**src/rtl/acc_pkg.sv**
```systemverilog
// Shared types for the accelerator job sequencer: decoded descriptor, FSM states
// and the bit positions of each field inside the raw cfg/base words.
package acc_pkg;

    localparam int FIELD_W          = 8;
    localparam int ADDR_W           = 12;
    localparam int CFG_OUT_MODE_BIT = 0;
    localparam int CFG_K_LSB        = 8;
    localparam int CFG_ROW_LSB      = 16;
    localparam int CFG_COL_LSB      = 24;
    localparam int BASE_ROW_LSB     = 0;
    localparam int BASE_COL_LSB     = 16;

    typedef struct packed {
        logic              out_mode;
        logic [FIELD_W-1:0] k_param;
        logic [FIELD_W-1:0] row_shape;
        logic [FIELD_W-1:0] col_shape;
        logic [ADDR_W-1:0]  base_row_addr;
        logic [ADDR_W-1:0]  base_col_addr;
    } acc_desc_t;

    typedef enum logic [1:0] {
        ST_IDLE   = 2'd0,
        ST_LAUNCH = 2'd1,
        ST_RUN    = 2'd2
    } seq_state_t;

    // Only the meaningful fields are stored, so the queue never holds reserved bits.
    function automatic acc_desc_t decode_desc(input logic [31:0] cfg, input logic [31:0] base);
        acc_desc_t d;
        d.out_mode      = cfg[CFG_OUT_MODE_BIT];
        d.k_param       = cfg[CFG_K_LSB +: FIELD_W];
        d.row_shape     = cfg[CFG_ROW_LSB +: FIELD_W];
        d.col_shape     = cfg[CFG_COL_LSB +: FIELD_W];
        d.base_row_addr = base[BASE_ROW_LSB +: ADDR_W];
        d.base_col_addr = base[BASE_COL_LSB +: ADDR_W];
        return d;
    endfunction

endpackage

```
**src/rtl/acc_desc_fifo.sv**
```systemverilog
// Descriptor queue: DEPTH-entry circular buffer with occupancy count and a
// synchronous flush that overrides any push or pop in the same cycle.
module acc_desc_fifo
    import acc_pkg::*;
#(
    parameter int DEPTH = 4
) (
    input  logic                     clk,
    input  logic                     rst_n,
    input  logic                     flush,
    input  logic                     wr_en,
    input  acc_desc_t                wr_data,
    input  logic                     rd_en,
    output acc_desc_t                rd_data,
    output logic [$clog2(DEPTH):0]   count,
    output logic                     full,
    output logic                     empty
);

    localparam int PTR_W = $clog2(DEPTH);
    localparam int CNT_W = PTR_W + 1;
    localparam logic [PTR_W-1:0] PTR_ONE = PTR_W'(1);
    localparam logic [CNT_W-1:0] CNT_ONE = CNT_W'(1);

    acc_desc_t        mem [DEPTH];
    logic [PTR_W-1:0] wr_ptr_q, wr_ptr_d;
    logic [PTR_W-1:0] rd_ptr_q, rd_ptr_d;
    logic [CNT_W-1:0] count_q, count_d;
    logic             wr_fire;
    logic             rd_fire;

    assign full    = (count_q == CNT_W'(DEPTH));
    assign empty   = (count_q == '0);
    assign count   = count_q;
    assign rd_data = mem[rd_ptr_q];
    assign wr_fire = wr_en && !full && !flush;
    assign rd_fire = rd_en && !empty && !flush;

    always_comb begin
        wr_ptr_d = wr_ptr_q;
        rd_ptr_d = rd_ptr_q;
        count_d  = count_q;
        if (flush) begin
            wr_ptr_d = '0;
            rd_ptr_d = '0;
            count_d  = '0;
        end else begin
            if (wr_fire) wr_ptr_d = wr_ptr_q + PTR_ONE;
            if (rd_fire) rd_ptr_d = rd_ptr_q + PTR_ONE;
            case ({wr_fire, rd_fire})
                2'b10:   count_d = count_q + CNT_ONE;
                2'b01:   count_d = count_q - CNT_ONE;
                default: count_d = count_q;
            endcase
        end
    end

    always_ff @(posedge clk or negedge rst_n) begin
        if (!rst_n) begin
            wr_ptr_q <= '0;
            rd_ptr_q <= '0;
            count_q  <= '0;
        end else begin
            wr_ptr_q <= wr_ptr_d;
            rd_ptr_q <= rd_ptr_d;
            count_q  <= count_d;
        end
    end

    // Storage carries no reset so it can map onto distributed RAM.
    always_ff @(posedge clk) begin
        if (wr_fire) mem[wr_ptr_q] <= wr_data;
    end

endmodule

```
**src/rtl/acc_job_seq.sv**
```systemverilog
// Accelerator job sequencer: queues descriptors and launches them one at a time
// onto the array. Optional RUN watchdog enabled by defining ACC_SEQ_TIMEOUT_EN.
module acc_job_seq
    import acc_pkg::*;
#(
    parameter int DEPTH       = 4,
    parameter int TIMEOUT_CYC = 65535
) (
    input  logic                    clk,
    input  logic                    rst_n,
    input  logic                    desc_valid,
    output logic                    desc_ready,
    input  logic [31:0]             desc_cfg,
    input  logic [31:0]             desc_base,
    output logic                    start_all,
    output logic                    out_mode,
    output logic [7:0]              k_param,
    output logic [7:0]              row_shape,
    output logic [7:0]              col_shape,
    output logic [11:0]             base_row_addr,
    output logic [11:0]             base_col_addr,
    input  logic                    done_all,
    input  logic                    abort,
    output logic                    busy,
    output logic [$clog2(DEPTH):0]  q_count,
`ifdef ACC_SEQ_TIMEOUT_EN
    output logic                    err_timeout,
`endif
    output logic [15:0]             jobs_done,
    output logic                    irq,
    input  logic                    irq_clr
);

    localparam int CNT_W = $clog2(DEPTH) + 1;

    seq_state_t       state_q, state_d;
    acc_desc_t        cur_q, cur_d;
    logic             start_all_q, start_all_d;
    logic             busy_q, busy_d;
    logic [15:0]      jobs_done_q, jobs_done_d;
    logic             irq_q, irq_d;
    logic             irq_set;

    acc_desc_t        push_desc;
    acc_desc_t        head_desc;
    logic [CNT_W-1:0] fifo_count;
    logic             fifo_full;
    logic             fifo_empty;
    logic             pop;
    logic             flush;
    logic             timeout_hit;

    // Reserved descriptor bits are intentionally ignored.
    logic unused_desc_bits;
    assign unused_desc_bits = ^{desc_cfg[7:1], desc_base[15:12], desc_base[31:28]};

    assign push_desc  = decode_desc(desc_cfg, desc_base);
    assign desc_ready = !fifo_full;
    assign pop        = (state_q == ST_LAUNCH);
    assign flush      = abort || timeout_hit;

    acc_desc_fifo #(
        .DEPTH (DEPTH)
    ) u_fifo (
        .clk     (clk),
        .rst_n   (rst_n),
        .flush   (flush),
        .wr_en   (desc_valid),
        .wr_data (push_desc),
        .rd_en   (pop),
        .rd_data (head_desc),
        .count   (fifo_count),
        .full    (fifo_full),
        .empty   (fifo_empty)
    );

`ifdef ACC_SEQ_TIMEOUT_EN
    localparam int TO_W = $clog2(TIMEOUT_CYC + 1);

    logic [TO_W-1:0] run_cnt_q, run_cnt_d;
    logic            err_timeout_q, err_timeout_d;

    // Fires on the TIMEOUT_CYC-th consecutive RUN cycle; a done_all that cycle still wins.
    assign timeout_hit = (state_q == ST_RUN) && !done_all && (run_cnt_q == TO_W'(TIMEOUT_CYC - 1));

    always_comb begin
        run_cnt_d     = (state_q == ST_RUN) ? run_cnt_q + TO_W'(1) : '0;
        err_timeout_d = err_timeout_q;
        if (timeout_hit)  err_timeout_d = 1'b1;
        else if (irq_clr) err_timeout_d = 1'b0;
    end

    always_ff @(posedge clk or negedge rst_n) begin
        if (!rst_n) begin
            run_cnt_q     <= '0;
            err_timeout_q <= 1'b0;
        end else begin
            run_cnt_q     <= run_cnt_d;
            err_timeout_q <= err_timeout_d;
        end
    end

    assign err_timeout = err_timeout_q;
`else
    logic unused_timeout_cfg;
    assign unused_timeout_cfg = (TIMEOUT_CYC > 0);
    assign timeout_hit        = 1'b0;
`endif

    // Config and start_all are loaded on the edge that enters LAUNCH, so they
    // are valid throughout the LAUNCH cycle while the head is being popped.
    always_comb begin
        state_d     = state_q;
        cur_d       = cur_q;
        start_all_d = 1'b0;
        jobs_done_d = jobs_done_q;
        irq_set     = 1'b0;
        if (flush) begin
            state_d = ST_IDLE;
        end else begin
            case (state_q)
                ST_IDLE: begin
                    if (!fifo_empty) begin
                        state_d     = ST_LAUNCH;
                        cur_d       = head_desc;
                        start_all_d = 1'b1;
                    end
                end
                ST_LAUNCH: state_d = ST_RUN;
                ST_RUN: begin
                    if (done_all) begin
                        jobs_done_d = jobs_done_q + 16'd1;
                        if (!fifo_empty) begin
                            state_d     = ST_LAUNCH;
                            cur_d       = head_desc;
                            start_all_d = 1'b1;
                        end else begin
                            state_d = ST_IDLE;
                            irq_set = 1'b1;
                        end
                    end
                end
                default: state_d = ST_IDLE;
            endcase
        end

        irq_d = irq_q;
        if (!flush) begin
            if (irq_set)      irq_d = 1'b1;
            else if (irq_clr) irq_d = 1'b0;
        end
        busy_d = (state_d != ST_IDLE);
    end

    always_ff @(posedge clk or negedge rst_n) begin
        if (!rst_n) begin
            state_q     <= ST_IDLE;
            cur_q       <= '0;
            start_all_q <= 1'b0;
            busy_q      <= 1'b0;
            jobs_done_q <= '0;
            irq_q       <= 1'b0;
        end else begin
            state_q     <= state_d;
            cur_q       <= cur_d;
            start_all_q <= start_all_d;
            busy_q      <= busy_d;
            jobs_done_q <= jobs_done_d;
            irq_q       <= irq_d;
        end
    end

    assign start_all     = start_all_q;
    assign busy          = busy_q;
    assign jobs_done     = jobs_done_q;
    assign irq           = irq_q;
    assign q_count       = fifo_count;
    assign out_mode      = cur_q.out_mode;
    assign k_param       = cur_q.k_param;
    assign row_shape     = cur_q.row_shape;
    assign col_shape     = cur_q.col_shape;
    assign base_row_addr = cur_q.base_row_addr;
    assign base_col_addr = cur_q.base_col_addr;

endmodule

```
**config.mk**
```make
export PLATFORM = sky130hd
export DESIGN_NAME = acc_job_seq
export DESIGN_NICKNAME = d
export VERILOG_FILES = /design/src/rtl/acc_pkg.sv /design/src/rtl/acc_desc_fifo.sv /design/src/rtl/acc_job_seq.sv
export SDC_FILE = /design/constraint.sdc
export NUM_CORES = 1
export LEC_CHECK = 0
export ABC_AREA = 1
export BUFFER_PORTS_ARGS = -buffer_cell sky130_fd_sc_hd__clkbuf_2
export CAP_MARGIN = 5
export CORE_UTILIZATION = 30
export CTS_CLUSTER_SIZE = 12
export DETAILED_ROUTE_END_ITERATION = 10
export PLACE_DENSITY_LB_ADDON = 0.15
export SKIP_LAST_GASP = 1
export SYNTH_ARGS = -nofsm -noshare
export SYNTH_HDL_FRONTEND = slang
export SYNTH_SLANG_ARGS = --single-unit
export TNS_END_PERCENT = 30
```
**constraint.sdc**
```tcl
create_clock -name clk -period 5.05 [get_ports clk]
set_clock_uncertainty 0.15 [all_clocks]
set_input_delay 0.2525 -clock clk [delete_from_list [all_inputs] [get_ports clk]]
set_output_delay 0.2525 -clock clk [all_outputs]
set_load 0.02 [all_outputs]
```
==> results of run 1 <==
[synth_stat cells]
cell type	n	area, sq um
xnor2_1	3	26.3
inv_4	1	6.26
or2_2	1	6.26
clkinv_1	1	3.75
ha_1	5	62.6
o21ai_0	104	521
o22ai_1	50	313
xor2_1	7	61.3
edfxtp_1	196	5890
buf_6	1	11.3
a21oi_1	3	15.0
dfrtp_1	77	1930
nor2_4	1	11.3
buf_4	2	15.0
a21oi_2	2	17.5
nor3_1	2	10.0
clkbuf_1	24	90.1
nand4_4	2	42.5
o21bai_1	1	7.51
nand2_2	1	6.26
nor2_1	121	454
nand3_1	9	45.0
inv_2	2	7.51
fa_1	1	20.0
nand4_1	4	25.0
nand3_2	1	10.0
buf_2	15	75.1
nor2_2	5	31.3
inv_1	27	101
a31o_2	1	8.76
o21ai_1	1	5.00
nand2_1	198	743
[layer usage]
layer,vias up,share of wire [%]
li1,3386,-
met1,3358,48
met2,128,47
met3,16,4.2
met4,0,0.97
met5,-,0
[through the flow]
step	hold WS (ns)	power (mW)	instances	utilization (%)
floorplan	-0.193	3.45	869	-
global placement	0.137	3.85	1419	33.8
detailed placement	0.141	3.86	1419	33.8
CTS	0.0943	6.06	1530	38.1
global route	0.117	6.26	1533	38.2
finish	0.0857	5.96	1533	38.2
[power by group]
part           switching [mW]  internal [mW]  total (mW)
Sequential              0.148           2.67        2.82
Combinational           0.682          0.328        1.01
Clock                   0.863           1.27        2.13
Total                    1.69           4.27        5.96
[cells by family (layout without fill, tap and decap cells)]
kind of cell	Yosys count	in the layout	synth area share [%]
AO/OA/AOI/OAI	162	162	8.40
XOR/XNOR	10	10	0.829
adder cells (fa/ha/maj)	6	6	0.782
buffers and inverters	73	279	2.94
flip-flops	273	273	73.9
other	0	3	0
AND/OR/NAND/NOR	345	345	13.1
[registers in the layout, indices dropped and copies added, names as in the netlist]
name             cells
u_fifo.mem         196
jobs_done           16
base_col_addr       12
base_row_addr       12
col_shape            8
k_param              8
row_shape            8
u_fifo.count         3
state_q              2
u_fifo.rd_ptr_q      2
u_fifo.wr_ptr_q      2
busy                 1
irq                  1
out_mode             1
start_all            1
[cell type report]
cell class                      instances  area (sq um)  area share, %
Antenna cell                            3          7.51         0.0568
Clock buffer                           44           855           6.47
Clock inverter                         12           111          0.842
Inverter                               31           119          0.899
Multi-Input combinational cell        523          2470           18.7
Sequential cell                       273          7820           59.1
Tap cell                              455           569           4.31
Timing Repair Buffer                  192          1270           9.58
[path summary, 6_finish.rpt]
kind	startpoint	end	slack, ns
worst max register to register	u_fifo.count[0]	u_fifo.mem[1][12]	2.19
min in group clk	desc_base[25]	u_fifo.mem[3][9]	0.32
worst max-delay path	u_fifo.count[0]	u_fifo.mem[1][12]	2.19
worst min register to register	row_shape[7]	row_shape[7]	0.33
worst min-delay path	rst_n	jobs_done[9]	0.09
max in group asynchronous	rst_n	base_col_addr[11]	3.61
==> results.md, run 1 <==
- Status: completed
- Vias: between 6k and 7k
- Final WS setup: 2.19 ns
- Initial antenna violation count: 3
- Leak Pwr: 5.32 nW
- Synth cell types: 32
- Worst Setup End Kind: flip-flop
- Largest net degree at the start of global routing: 100
- DR pass1 iterations: 4
- Critical Path, Cell by Cell: nor2_2, nand2_1, nand2_1, inv_1, nand2_1, nor2_4, buf_4
- Clock latency reported for the late side of the worst-skew pair: 0.54 ns
- Peak supply drop: about 240 uV
- Post-Syn Nets: about 950
- Commonest non-fill, non-tap cell in the layout: nand2_1
- Synth Register Bits: 273
- CTS tree: built
- CTS Buffer Depth: 3
- Root Buffer: clkbuf_16
- Max Slew Vio Count: 0
- Initial DRC Count: 327
- Total Routing Usage GR: roughly 15%
- DP HPWL: 14300 microns
- Worst rel slew slack: a little under a third
- CP Buf/Inv Count: 2
- Fmax achieved: 350 MHz
- Crit path arrival time: 2.89 ns
- Final instance area: around 0.013 sq mm
- M1 GR Usage: 20.1%
- Crit-path max FO: 31
- R2R depth: 7
- Core area: around 0.035 sq mm
- Clock transition at path regs: approximately 0.060 ns
- PwrDens: approximately 450 mW/mm^2
- Critical path startpoint category: flip-flop
- Most used cell, CP: nand2_1
- # DRC: 0
- Via density: 4.49
- Area Overhead vs Synth: 25.1%
- Vias in the first global route: between 6k and 7k
- Post-cts sizing count: 0
- Worst Tran Pin Value: 1.04 ns
- Avg Cell Area, Syn: 12.2 sq um
- Average routed wire per standard cell: 16.8 microns
- TNS Setup: 0 ns
- Slowest stage delay, CP: 0.58 ns
- Crit share post-route: a little under three fifths
- Setup WS pre-CTS: between 2 and 2.5 ns
- CTS buffer count: 30
- Mapped cell area: roughly 0.011 sq mm
- Syn. warnings: 0
- Worst EP required: about 5.1 ns
- # rows: just under 70
- Final min period: between 2 and 3 ns
- Sequential area share after synthesis: 73.9%
- # IOs: approximately 140
- GRT busiest layer: met2
- Final hold viol count: 0
- Delay-heaviest family, CP: simple AND/OR/NAND/NOR gates
- Final WL: approximately 26000 microns
- Setup bufs post-CTS: 0
- Die X-Extent: 190 microns
- H-tree Lvls: 1
- Final setup violation count: 0
- Slowest CP cell: nor2_4
- Worst Hold Class: input port to async pin
- Die ar.: between 0.03 and 0.04 sq mm
- Post-DRT Antenna Nets: 0
- PortBufs: roughly 130
- Max Cap Viol: 0
- Crit Path Category: flip-flop to flip-flop
- CTS Sinks: between 200 and 300
- RD Place Congestion: approximately 0.74
- DP Area: around 0.012 sq mm
- RSZ-0062 raised after global routing: no
- Initial Util: a little under a third
- Hold buffer count at cts: between 50 and 60
- Global-route wire length before repair: between 40000 and 50000 microns
- Mapped Cells: between 800 and 900
- Layout cells sized above 1: between 10% and 20%
- Most frequent cells in the layout: nand2_1, edfxtp_1, clkbuf_2
- Fillcell total: roughly 3.4k
- Die Ht: 190 microns
- Grt ovf: 0
- Total Nets Final: roughly 1.1k
- Met2 Use GR: 23.8%
- Crit path depth: 7
- Met3 capacity usage during global routing: under 10%
(Power assumes the default switching activity.)
==> inputs of run 2 (changes only) <==
==> constraint.sdc (replaced) <==
create_clock -name clk -period 3 [get_ports clk]
set_clock_uncertainty 0.15 [all_clocks]
set_input_delay 0.15 -clock clk [delete_from_list [all_inputs] [get_ports clk]]
set_output_delay 0.15 -clock clk [all_outputs]
set_load 0.02 [all_outputs]
==> run 2 against run 1 <==
Total power rose by 75%. Non-clock buffer count is 8 higher. Register-to-register slack got worse by 1.3 ns. Clock power rose by 85%. Cell count increased by 0.91%. Flip-flop and latch count is the same. Die area stayed put. Critical path type unchanged. Clock-buffer cell count is 5 higher. Setup slack got worse by 1.3 ns. Critical endpoint is now u_fifo.count[2]. Cell area rose by 2.2%. First-iteration DRC count shrank 16%. Combinational power rose by 72%.
==> results.md, run 2 (synthesized netlist as in run 1, its figures left out) <==
- Final setup violation count: 0 (unchanged)
- Die X-Extent: 190 microns (unchanged)
- CTS Buffer Depth: 3 (unchanged)
- Layout cells sized above 1: 20.3% (+1.3 points)
- Met3 capacity usage during global routing: 2.91% (+0.17 points)
- Crit Path Category: flip-flop to flip-flop
- Critical path startpoint category: flip-flop
- Initial DRC Count: 275 (-16%)
- Reg with most FFs: u_fifo.mem
- Core area: 0.0346 sq mm (unchanged)
- Largest register FFs: 196 (unchanged)
- Crit-path max FO: 5 (-84%)
- Worst Setup End Kind: flip-flop
- DR pass1 iterations: 4 (unchanged)
- Initial antenna violation count: 3 (unchanged)
- Area Overhead vs Synth: 27.9%
- Largest net degree at the start of global routing: 55 (-45%)
- Vias: 6916 (+0.41%)
- Worst Hold Class: input port to async pin
- # IOs: 142 (unchanged)
- PortBufs: 126 (unchanged)
- Die Ht: 190 microns (unchanged)
- Met2 Use GR: 23.5% (-0.24 points)
- Commonest non-fill, non-tap cell in the layout: nand2_1
- Crit share post-route: 71.9% (+15 points)
- Total Nets Final: 1139 (+1.1%)
- Max Cap Viol: 0 (unchanged)
- CTS tree: built
- DP HPWL: 14200 microns (-0.67%)
- Vias in the first global route: 6777 (-2.5%)
- Final min period: 2.16 ns (-0.704 ns)
- Initial Util: 30.5% (unchanged)
- Total Routing Usage GR: 14.3% (-0.27 points)
- Fmax achieved: 463 MHz (+33%)
- Max Slew Vio Count: 0 (unchanged)
- Grt ovf: 0 (unchanged)
- H-tree Lvls: 2 (+1)
- Post-DRT Antenna Nets: 0 (unchanged)
- Worst Tran Pin Value: 0.659 ns (-0.380 ns)
- Crit path arrival time: 2.40 ns (-0.49 ns)
- Root Buffer: clkbuf_16
- Worst EP required: 3.24 ns (-1.84 ns)
- # DRC: 0 (unchanged)
- Fillcell total: 3350 (-2.0%)
- M1 GR Usage: 19.1% (-0.94 points)
- PwrDens: 771 mW/mm^2 (+71%)
- Final WL: 25300 microns (-1.6%)
- Status: completed
- Final hold viol count: 0 (unchanged)
- Via density: 4.47 (-0.50%)
- Storage element area: 0.00782 sq mm (unchanged)
- Peak supply drop: 415 uV (+72%)
- CTS buffer count: 34 (+13%)
- Clock transition at path regs: 0.05 ns (about the same)
- Average routed wire per standard cell: 16.3 microns (-2.5%)
- Die ar.: 0.0360 sq mm (unchanged)
- RD Place Congestion: 0.753 (+2.1%)
- # rows: 68 (unchanged)
- Clock latency reported for the late side of the worst-skew pair: 0.50 ns (-0.04 ns)
- Worst rel slew slack: 56.1% (+25 points)
- Most frequent cells in the layout: nand2_1, edfxtp_1, clkbuf_2
- Final core utilization: 39.0% (+0.85 points)
- Setup bufs post-CTS: 0 (unchanged)
- Global-route wire length before repair: 39000 microns (-3.3%)
- CTS Sinks: 273 (unchanged)
- Multi-input gate area: 0.00248 sq mm (+0.30%)
- RSZ-0062 raised after global routing: no
- TNS Setup: 0 ns (unchanged)
- GRT busiest layer: met2
- Leak Pwr: 5.47 nW (+2.7%)
-- run 2: cell types whose count changed in the layout (fill, tap and decap cells not counted), moves of 2 or more --
| cell | previous run | this run |
|---|---|---|
| buf_12 | 0 | 7 |
| clkbuf_8 | 3 | 6 |
| clkinv_4 | 0 | 2 |
| clkbuf_16 | 31 | 35 |
| clkbuf_1 | 10 | 8 |
| clkinv_8 | 0 | 2 |
| clkinvlp_4 | 2 | 0 |
-- run 2: worst paths after layout --
| path | startpoint | to | slack (ns) | cells after the start |
|---|---|---|---|---|
| setup / recovery | u_fifo.count[0] | u_fifo.count[2] | 0.84 | 11 |
| hold / removal | rst_n | jobs_done[9] | 0.07 | 2 |
| setup reg to reg | u_fifo.count[0] | u_fifo.count[2] | 0.84 | 11 |
| min in group clk | desc_base[22] | u_fifo.mem[1][6] | 0.25 | 2 |
| hold reg to reg | row_shape[0] | row_shape[0] | 0.33 | 2 |
| max in group asynchronous | rst_n | base_row_addr[11] | 1.93 | 3 |
-- run 2: what timing repair did --
action                    4_1_cts  5_1_grt
resized for setup               0        0
hold endpoints to repair      249        0
hold buffers                   55        0
-- run 2: per-stage QoR --
step / worst slack, ns / cells / cell area [sq um] / hold slack, ns / power [mW]
finish: 0.842 / 1547 / 13500 / 0.0745 / 10.4
global placement: 0.830 / 1427 / 11800 / 0.0834 / 6.52
global route: 0.670 / 1547 / 13500 / 0.129 / 10.9
floorplan: -0.0494 / 869 / 10600 / -0.296 / 5.80
CTS: 0.807 / 1544 / 13500 / 0.101 / 10.6
detailed placement: 0.817 / 1427 / 11800 / 0.0879 / 6.54
-- run 2: final cells by class --
| cell class | count | area share (%) |
|---|---|---|
| flip-flops and latches | 273 | 57.9 |
| multi-input cells | 523 | 18.4 |
| repair buffers | 200 | 10.5 |
| clock buffers | 49 | 7.31 |
| well taps | 455 | 4.21 |
| inverters | 31 | 0.880 |
| clock inverters | 13 | 0.870 |
| diodes | 3 | 0.0556 |
-- run 2: worst max-delay path, stage by stage, from the launching register on --
cell and delay [ns]:
dfrtp_1 0.44, nor2_2 0.08, nand2_1 0.08, nand2_1 0.11
nand3_1 0.20, inv_1 0.08, fa_1 0.38, xnor2_1 0.21
o21bai_1 0.14, nand2_1 0.07, nand2_1 0.06, nand2_1 0.04
-- run 2: where the power goes --
group          switching, mW  total (mW)  internal [mW]  leakage (nW)
clock network           1.54        3.94           2.39         0.547
logic                   1.16        1.74          0.576          2.16
registers              0.248        4.75           4.50          2.76
total                   2.95        10.4           7.47          5.47
-- run 2: routing by layer --
layer  vias up  wire, microns
li1       3419              -
met1      3327          12000
met2       135          11800
met3        35           1140
met4         0            414
met5         -              0
==> inputs of run 3 (changes only) <==
==> constraint.sdc (replaced) <==
create_clock -name clk -period 2.3 [get_ports clk]
set_clock_uncertainty 0.15 [all_clocks]
set_input_delay 0.115 -clock clk [delete_from_list [all_inputs] [get_ports clk]]
set_output_delay 0.115 -clock clk [all_outputs]
set_load 0.02 [all_outputs]
==> run 3 against run 2 <==
Flip-flop and latch count stayed put. Critical path depth decreased by 1. Sequential power is 30% higher. Via count grew 0.27%. First-iteration DRC count is 6.2% lower. Non-clock buffer count up 3. Global-route usage shrank 0.14 points. Cell area fell by 0.17%.
==> results.md, run 3 (synthesized netlist as in run 1, its figures left out) <==
- Final instance area: 0.0135 sq mm (-0.17%)
- Largest register FFs: 196 (unchanged)
- CTS Buffer Depth: 3 (unchanged)
- R2R depth: 10 (-1)
- Crit path arrival time: 2.33 ns (-0.07 ns)
- Vias: 6935 (+0.27%)
- Initial DRC Count: 258 (-6.2%)
- Crit share post-route: 88.5% (+17 points)
- Final hold viol count: 0 (unchanged)
- Worst rel slew slack: 69.0% (+13 points)
- CTS Sinks: 273 (unchanged)
- Status: completed
- Met3 capacity usage during global routing: 2.38% (-0.53 points)
- Final WL: 25200 microns (-0.44%)
- Reg2Reg Setup Slack: 0.26 ns (-0.58 ns)
- Post-DRT Antenna Nets: 0 (unchanged)
- Max Cap Viol: 0 (unchanged)
- Final min period: 2.04 ns (-0.122 ns)
- Crit path launch: u_fifo.count[1]
- Storage element area: 0.00782 sq mm (about the same)
- Total Nets Final: 1138 (-0.088%)
- Die ar.: 0.0360 sq mm (unchanged)
- Total Routing Usage GR: 14.1% (-0.14 points)
- Leak Pwr: 5.45 nW (-0.27%)
- CTS tree: built
- CTS buffer count: 30 (-12%)
- PwrDens: 987 mW/mm^2 (+28%)
- Vias in the first global route: 6975 (+2.9%)
- Worst-case hold slack: 0.179 ns (+0.104 ns)
- Hold wc startpoint: desc_base[26]
- Peak supply drop: 514 uV (+24%)
- # rows: 68 (unchanged)
- DR pass1 iterations: 4 (unchanged)
- Layout cells sized above 1: 20.5% (+0.24 points)
- Post-cts sizing count: 0 (unchanged)
- Die X-Extent: 190 microns (unchanged)
- Worst Hold Class: input port to flip-flop
- Hold path cells: 2
- Initial antenna violation count: 1 (-2)
- Average routed wire per standard cell: 16.3 microns (-0.11%)
- Int Power: 9.58 mW (+28%)
- RSZ-0062 raised after global routing: no
- Commonest non-fill, non-tap cell in the layout: edfxtp_1
- TNS Setup: 0 ns (unchanged)
- Reg-to-reg endpoint: u_fifo.count[2]
- PortBufs: 126 (unchanged)
- Sequential Power Share: 46.5% (+0.9 points)
- Final setup violation count: 0 (unchanged)
- Switching Fraction: 28.0% (-0.31 points)
- Die Ht: 190 microns (unchanged)
- Hold buffer count at cts: 58 (+5.5%)
- # DRC: 0 (unchanged)
- DP HPWL: 13800 microns (-3.1%)
- # IOs: 142 (unchanged)
- Crit-path max FO: 4 (-1)
- Root Buffer: clkbuf_16
- Worst EP required: 2.60 ns (-0.64 ns)
- DP Area: 0.0119 sq mm (+0.27%)
- Worst Setup End Kind: flip-flop
- Clock transition at path regs: 0.06 ns (about the same)
- Core area: 0.0346 sq mm (unchanged)
- Setup bufs post-CTS: 0 (unchanged)
- Worst Tran Pin Value: 0.465 ns (-0.193 ns)
- Switching power: 3.73 mW (+26%)
- Critical path startpoint category: flip-flop
- RD Place Congestion: 0.726 (-3.6%)
- Fmax achieved: 491 MHz (+6.0%)
- Max Slew Vio Count: 0 (unchanged)
- Initial Util: 30.5% (unchanged)
- Area Overhead vs Synth: 27.7%
- Most frequent cells in the layout: edfxtp_1, nand2_1, clkbuf_2
- Reg with most FFs: u_fifo.mem
- Clock latency reported for the late side of the worst-skew pair: 0.55 ns (+0.05 ns)
- Hold worst-path end: u_fifo.mem[0][10]
- Reg2reg start: u_fifo.count[1]
- Via density: 4.50 (+0.60%)
- Fillcell total: 3413 (+1.9%)
- Clock power share: 36.4% (-1.4 points)
- M1 GR Usage: 19.9% (+0.79 points)
- H-tree Lvls: 1 (-1)
- Largest net degree at the start of global routing: 100 (+82%)
- Gate power share: 17.1% (+0.4 points)
- Crit Path Category: flip-flop to flip-flop
- Global-route wire length before repair: 39500 microns (+1.2%)
- Grt ovf: 0 (unchanged)
- Multi-input gate area: 0.00248 sq mm (+0.20%)
- Met2 Use GR: 22.5% (-0.99 points)
- GRT busiest layer: met2
## run 3: changes by cell type in the layout (fill, tap and decap cells not counted), moves of 2 or more
cell | before | now
clkinv_4 | 2 | 0
clkinv_2 | 6 | 8
dfrtp_2 | 1 | 3
buf_4 | 13 | 11
dfrtp_1 | 75 | 73
nand2_1 | 198 | 195
bufinv_16 | 1 | 3
nand2_2 | 1 | 3
buf_12 | 7 | 9
diode_2 | 3 | 1
dlygate4sd3_1 | 55 | 57
clkinv_8 | 2 | 0
clkbuf_16 | 35 | 31
## run 3: worst max path at each step
stage / to / slack (ns) / depth (start not counted)
global route: u_fifo.count[2] / 0.13 / 10
CTS: u_fifo.count[2] / 0.29 / 10
finish: u_fifo.count[2] / 0.26 / 10
floorplan: u_fifo.mem[0][0] / 0.03 / 6
detailed placement: u_fifo.count[2] / 0.32 / 10
global placement: u_fifo.count[2] / 0.28 / 10
## run 3: per-layer routing
metal	part of all wire, %	vias up
met5	0	-
met1	49	3378
met2	45	126
met4	1.7	0
met3	3.8	31
li1	-	3400
## run 3: critical path, cell delays in order, from the launching register on
cell	delay, ns
dfrtp_2	0.44
nor2_2	0.19
a21oi_2	0.09
nand3_1	0.09
inv_1	0.06
fa_1	0.37
xnor2_1	0.23
o21bai_1	0.14
nand2_1	0.07
nand2_1	0.06
nand2_1	0.04
## run 3: metrics by stage
step | total power, mW | setup WS, ns | utilization, % | cells
5_1_grt | 13.9 | 0.130 | 39.0 | 1542
2_1_floorplan | 7.58 | 0.0320 | - | 869
4_1_cts | 13.5 | 0.292 | 39.0 | 1541
6_report | 13.3 | 0.264 | 39.0 | 1542
3_3_place_gp | 8.51 | 0.281 | 34.3 | 1427
3_5_place_dp | 8.51 | 0.321 | 34.3 | 1427
## run 3: power by group through the flow
stage               Combinational (mW)  Clock [mW]  Sequential, mW
floorplan                        0.737           0            6.84
global placement                  2.22           0            6.28
detailed placement                2.23           0            6.28
CTS                               2.33        4.99            6.20
global route                      2.52        5.17            6.25
finish                            2.28        4.85            6.19
## run 3: area by class of cell
| cell class | instances | share of cell area [%] |
|---|---|---|
| diodes | 1 | 0.0185 |
| clock buffers | 44 | 6.48 |
| clock inverters | 12 | 0.992 |
| inverters | 31 | 0.881 |
| multi-input cells | 523 | 18.4 |
| flip-flops and latches | 273 | 58.0 |
| well taps | 455 | 4.22 |
| repair buffers | 203 | 11.0 |
